<file path="src/rtl/instr_fetch_unit.sv">
// Instruction fetch unit: owns the PC, issues in-order word reads to
// instruction memory, buffers returned words in a prefetch FIFO and hands
// them to the decoder over a valid/ready handshake. A redirect flushes all
// buffered words and discards responses to requests already in flight.
module instr_fetch_unit #(
  parameter int          DEPTH    = 4,
  parameter logic [31:0] RESET_PC = 32'h0,
  parameter logic [31:0] PC_STEP  = 32'd4
) (
  input  logic        clk,
  input  logic        rst,
  input  logic        i_fetch_en,
  input  logic        i_redirect_valid,
  input  logic [31:0] i_redirect_pc,
  output logic        o_imem_req,
  output logic [31:0] o_imem_addr,
  input  logic        i_imem_gnt,
  input  logic        i_imem_rvalid,
  input  logic [31:0] i_imem_rdata,
  output logic        o_in32_valid,
  output logic [31:0] o_in32,
  output logic [31:0] o_in32_pc,
  input  logic        i_in32_ready
);

  localparam int AW = $clog2(DEPTH);
  localparam int CW = AW + 1;
  localparam logic [CW:0] DEPTH_LIMIT = (CW+1)'(DEPTH);

  typedef enum logic [1:0] {
    ST_IDLE,
    ST_FETCH,
    ST_DRAIN
  } state_t;

  state_t r_state;
  state_t w_stateNext;

  logic [31:0]   r_pc;
  logic [CW-1:0] r_outstanding;
  logic [CW-1:0] r_drop;
  logic [CW-1:0] r_count;
  logic [AW-1:0] r_wrPtr;
  logic [AW-1:0] r_rdPtr;
  logic [31:0]   r_fifoData [DEPTH];
  logic [31:0]   r_fifoPc   [DEPTH];
  logic [31:0]   r_pcq      [DEPTH];
  logic [AW-1:0] r_pcqWr;
  logic [AW-1:0] r_pcqRd;

  logic          w_grant;
  logic          w_rvalid;
  logic          w_push;
  logic          w_pop;
  logic          w_dropDec;
  logic          w_credit;
  logic [CW:0]   w_inUse;
  logic [CW-1:0] w_dropOnRedirect;
  logic [CW-1:0] w_dropAfter;
  logic [31:0]   w_redirectAligned;
  logic [31:0]   w_reqPc;

  // A response that arrives with nothing outstanding is a protocol error and
  // is ignored entirely, so every response-side action is gated by w_rvalid.
  assign w_rvalid          = i_imem_rvalid & (r_outstanding != '0);
  assign w_grant           = o_imem_req & i_imem_gnt;
  assign w_push            = w_rvalid & (r_drop == '0) & ~i_redirect_valid;
  assign w_pop             = o_in32_valid & i_in32_ready & ~i_redirect_valid;
  assign w_dropDec         = w_rvalid & (r_drop != '0) & ~i_redirect_valid;
  assign w_inUse           = {1'b0, r_count} + {1'b0, r_outstanding};
  assign w_credit          = (w_inUse < DEPTH_LIMIT);
  assign w_redirectAligned = i_redirect_pc & ~32'h3;
  assign w_reqPc           = r_pcq[r_pcqRd];

  // No grant can coincide with a redirect, so only a concurrent response
  // reduces the number of stale words still to be discarded.
  assign w_dropOnRedirect  = r_outstanding - CW'(w_rvalid);

  assign o_imem_req   = (r_state == ST_FETCH) & ~i_redirect_valid & w_credit;
  assign o_imem_addr  = r_pc;
  assign o_in32_valid = (r_count != '0);
  assign o_in32       = r_fifoData[r_rdPtr];
  assign o_in32_pc    = r_fifoPc[r_rdPtr];

  // Drop counter value for the next cycle, shared by the FSM and the register.
  always_comb begin
    w_dropAfter = r_drop;
    if (i_redirect_valid) begin
      w_dropAfter = w_dropOnRedirect;
    end else if (w_dropDec) begin
      w_dropAfter = r_drop - CW'(1);
    end
  end

  // Next-state logic: DRAIN holds off new requests until every stale response is gone.
  always_comb begin
    w_stateNext = r_state;
    case (r_state)
      ST_IDLE: begin
        if (i_fetch_en) w_stateNext = ST_FETCH;
      end
      ST_FETCH: begin
        if (i_redirect_valid && (w_dropAfter != '0)) begin
          w_stateNext = ST_DRAIN;
        end else if (!i_fetch_en) begin
          w_stateNext = ST_IDLE;
        end
      end
      ST_DRAIN: begin
        if (w_dropAfter == '0) begin
          w_stateNext = i_fetch_en ? ST_FETCH : ST_IDLE;
        end
      end
      default: w_stateNext = ST_IDLE;
    endcase
  end

  // State register.
  always_ff @(posedge clk or posedge rst) begin
    if (rst) r_state <= ST_IDLE;
    else     r_state <= w_stateNext;
  end

  // PC: a redirect overrides any advance; otherwise step on each grant.
  always_ff @(posedge clk or posedge rst) begin
    if (rst) begin
      r_pc <= RESET_PC;
    end else if (i_redirect_valid) begin
      r_pc <= w_redirectAligned;
    end else if (w_grant) begin
      r_pc <= r_pc + PC_STEP;
    end
  end

  // Outstanding-request counter keeps counting straight through redirects.
  always_ff @(posedge clk or posedge rst) begin
    if (rst) begin
      r_outstanding <= '0;
    end else begin
      case ({w_grant, w_rvalid})
        2'b10:   r_outstanding <= r_outstanding + CW'(1);
        2'b01:   r_outstanding <= r_outstanding - CW'(1);
        default: r_outstanding <= r_outstanding;
      endcase
    end
  end

  // Number of stale responses still to be discarded.
  always_ff @(posedge clk or posedge rst) begin
    if (rst) r_drop <= '0;
    else     r_drop <= w_dropAfter;
  end

  // In-order queue of requested PCs, so each response can be tagged with its address.
  always_ff @(posedge clk or posedge rst) begin
    if (rst) begin
      r_pcqWr <= '0;
      r_pcqRd <= '0;
      for (int i = 0; i < DEPTH; i++) r_pcq[i] <= '0;
    end else if (i_redirect_valid) begin
      r_pcqWr <= '0;
      r_pcqRd <= '0;
    end else begin
      if (w_grant) begin
        r_pcq[r_pcqWr] <= r_pc;
        r_pcqWr        <= r_pcqWr + AW'(1);
      end
      if (w_push) begin
        r_pcqRd <= r_pcqRd + AW'(1);
      end
    end
  end

  // Prefetch FIFO; the credit rule on requests guarantees it never overflows.
  always_ff @(posedge clk or posedge rst) begin
    if (rst) begin
      r_wrPtr <= '0;
      r_rdPtr <= '0;
      r_count <= '0;
      for (int i = 0; i < DEPTH; i++) begin
        r_fifoData[i] <= '0;
        r_fifoPc[i]   <= '0;
      end
    end else if (i_redirect_valid) begin
      r_wrPtr <= '0;
      r_rdPtr <= '0;
      r_count <= '0;
    end else begin
      if (w_push) begin
        r_fifoData[r_wrPtr] <= i_imem_rdata;
        r_fifoPc[r_wrPtr]   <= w_reqPc;
        r_wrPtr             <= r_wrPtr + AW'(1);
      end
      if (w_pop) begin
        r_rdPtr <= r_rdPtr + AW'(1);
      end
      case ({w_push, w_pop})
        2'b10:   r_count <= r_count + CW'(1);
        2'b01:   r_count <= r_count - CW'(1);
        default: r_count <= r_count;
      endcase
    end
  end

endmodule

</file>
<file path="config.mk">
export PLATFORM = sky130hd
export DESIGN_NAME = instr_fetch_unit
export DESIGN_NICKNAME = d
export VERILOG_FILES = /design/src/rtl/instr_fetch_unit.sv
export SDC_FILE = /design/constraint.sdc
export NUM_CORES = 1
export LEC_CHECK = 0
export CORE_ASPECT_RATIO = 0.8
export CORE_MARGIN = 2
export CORE_UTILIZATION = 30
export DETAILED_ROUTE_END_ITERATION = 7
export PLACE_DENSITY = 0.46
export SLEW_MARGIN = 25
export SYNTH_ARGS = -nofsm -noshare
export SYNTH_HDL_FRONTEND = slang
export SYNTH_SLANG_ARGS = --single-unit
</file>
<file path="constraint.sdc">
create_clock -name clk -period 17.9 [get_ports clk]
set_clock_uncertainty 0.2 [all_clocks]
set_input_delay 3.58 -clock clk [delete_from_list [all_inputs] [get_ports clk]]
set_output_delay 3.58 -clock clk [all_outputs]
set_load 0.01 [all_outputs]
</file>
==> flow_summary.toml <==
[yosys]
ys.flop_type = "dfrtp_1"
yosysWarnings = 0
synth.avg_cell_area_um2 = 15.03
synth_area_leader_cell = "dfrtp_1"
synth-edff-count = 0
yosysSeqAreaShare = 0.5582
synth.most_common_cell = "dfrtp_1"
synth_area_leaders = "dfrtp_1, mux2_2, mux4_2"
netlist_instances = 1244
ys_ff_latch = 417
netlist_area_mm2 = 0.01869
synth_top_area_share = 0.5582
synth_common_cells = "dfrtp_1, mux2_2, mux4_2"
yosysUniqueCellTypes = 57
synthArstFlopShare = 1.000

[global_route]
antenna_found_initial = 0
globalRouteOverflowTotal = 0
grt_pass1_vias = 11940
gr-usage-all-layers = 0.1526
grt_first_pass_wirelength_um = 75300
grt_max_degree = 165

[place]
place_congestion = 0.7730
port_buffers = 162
place_hpwl_um = 29100

[setup_path]
path_max_fanout = 54
cp-startpoint = "i_redirect_valid"
endpoint_kind = "primary output"
cp_cell_sequence = "buf_2 -> buf_4 -> nor4_1 -> clkdlybuf4s50_1"
crit_path_max_incr_delay_ns = 0.60
critPathLaunchType = "input port"
worst-path-buf-inv = 3
rr_worst_depth = 8
worstSetupPathType = "in -> out"
r2r_slack_ns = 13.97
critPathTopFamily = "buffers and inverters"
arrival_ns = 4.93
worstPathRequired_ns = 14.12
reg2reg_to = "r_outstanding[1]"
r2r_start = "r_outstanding[2]"
crit_slowest_cell = "clkdlybuf4s50_1"

[power_and_ir_drop]
power_density_mw_per_mm2 = 133.3
ir_drop_uv = 69.13
cellLeakagePower_nw = 10.24

[cts]
htreeDepth = 2
path_clk_slew_ns = 0.06
hold_buffers = 0
cts_made_buffers = 47
cts-root-buf = "clkbuf_16"
cts_setup_buffers = 0
cts_tree = "built"
clkSinkCount = 417
cts_resized = 0
cts_buffer_depth = 3
clock_latency_ns = 0.57

[layout]
fillers = 5831
final_nets = 1473
drive_gt1_frac = 0.3894
num_antenna_cells = 0
area_delta_synth_final_pct = 22.12

[detailed_routing]
drt_first_iter_violations = 645
wire_per_inst_um = 21.63
wirelength_um = 48560
drc = 0
ant_nets = 0
vias = 11050
vias_per_cell = 4.922
dr.pass1.iters = 4

[floorplan]
io_pins = 169
fp.coreArea_mm2 = 0.06142
die_y_um = 227.3
die_w_um = 283.1
initial_core_util = 0.3044
dieArea_mm2 = 0.06433
rows = 81

[sta]
setup_viol = 0
final_max_slew_viol_count = 0
final_hold_viol_count = 0
slew-limit-headroom = 0.3151
period_minus_slack_ns = 8.706
fin_crit_sh = 0.4864
max_freq_mhz = 114.9
fin_setup_tns_ns = 0
max_slew.worst_pin.slew_ns = 1.027
holdWs_ns = 0.2810
rsz0062_at_grt = "false"

[run_status]
status = "finished clean"

[worst_hold_path]
whs_endpoint = "r_pcq[45]"
hold_path.class = "reg -> reg"
hp-start = "r_pcq[45]"
holdPathStages = 2

[run]
maxCapViolCount = 0
-- worst reg2reg max path: stages (launching register included) --
cell and delay, ns:
dfrtp_1 0.46, ha_1 0.24, or4b_1 0.52, and4bb_2 0.90, inv_2 0.50, ha_1 0.37
inv_1 0.08, fa_1 0.41, o21ai_0 0.18
-- cells in the final DEF, fill, tap and decap left out, types with 4 or more instances in the layout --
master	instances
nand4_1	9
xnor2_1	8
clkbuf_1	5
inv_1	19
and3_1	4
mux4_2	92
bufinv_16	8
nor2_1	24
dfrtp_1	414
nor3_1	7
buf_4	9
nand3_1	13
xor2_1	7
clkbuf_8	12
ha_1	15
a21oi_1	9
and3_4	4
clkbuf_16	49
o21ai_0	42
clkinv_2	5
mux2_2	351
conb_1	4
o211ai_1	6
o311ai_0	14
clkdlybuf4s50_1	161
a31oi_1	4
nand2_1	57
-- metrics by stage --
stage | power [W] | area (um2) | setup WS [ns] | cells | util
after floorplan | 0.001667 | 18700 | 2.514 | 1247 | -
after global placement | 0.002007 | 21100 | 9.144 | 2165 | 0.3435
after detailed placement | 0.002023 | 21100 | 9.201 | 2165 | 0.3435
after CTS | 0.003099 | 22770 | 9.179 | 2244 | 0.3708
after global routing | 0.003218 | 22830 | 9.082 | 2245 | 0.3717
final | 0.003042 | 22830 | 9.194 | 2245 | 0.3717
-- worst max-delay path by stage --
stage / endpoint / cells after the start
floorplan: o_imem_addr[10] / 1
global placement: o_imem_req / 4
detailed placement: o_imem_req / 4
CTS: o_imem_req / 4
global route: o_imem_req / 4
finish: o_imem_req / 4
-- final cells by class --
class	instances	area, um2	area share
Clock buffer	66	1410	0.06177
Clock inverter	13	265.3	0.01162
Inverter	21	86.33	0.003782
Multi-Input combinational cell	722	7818	0.3425
Sequential cell	417	10440	0.4575
Tap cell	830	1039	0.04549
Timing Repair Buffer	176	1765	0.07734
-- registers in the layout, summed over array words and instances (netlist names) --
register / count
r_rdPtr: 2
r_count: 3
r_pcq: 120
r_fifoPc: 120
o_imem_addr: 30
r_fifoData: 128
r_wrPtr: 2
r_pcqRd: 2
r_drop: 3
r_state: 2
r_outstanding: 3
r_pcqWr: 2
-- per-layer routing --
layer  track usage  part of all wire  vias to the layer above
li1              -                 -                     4895
met5             0                 0                        -
met2        0.2411              0.47                      189
met3       0.02946             0.042                       70
met1        0.2141              0.47                     5895
met4       0.04421             0.022                        0
-- power by group --
part / switching (W) / total [W] / internal, W
Combinational: 0.000320 / 0.000769 / 0.000449
Clock: 0.000395 / 0.00105 / 0.000658
Sequential: 0.000131 / 0.00122 / 0.00109
-- logic make-up after synthesis --
logic type               Yosys count  synth area share
multiplexers                     445            0.3234
flip-flops                       417            0.5582
AND/OR/NAND/NOR                  141           0.03708
buffers and inverters            108           0.02617
AO/OA/AOI/OAI                    100           0.03574
adder cells (fa/ha/maj)           17           0.01218
XOR/XNOR                          15          0.007028
other                              1         0.0002006
(Power assumes the default switching activity.)
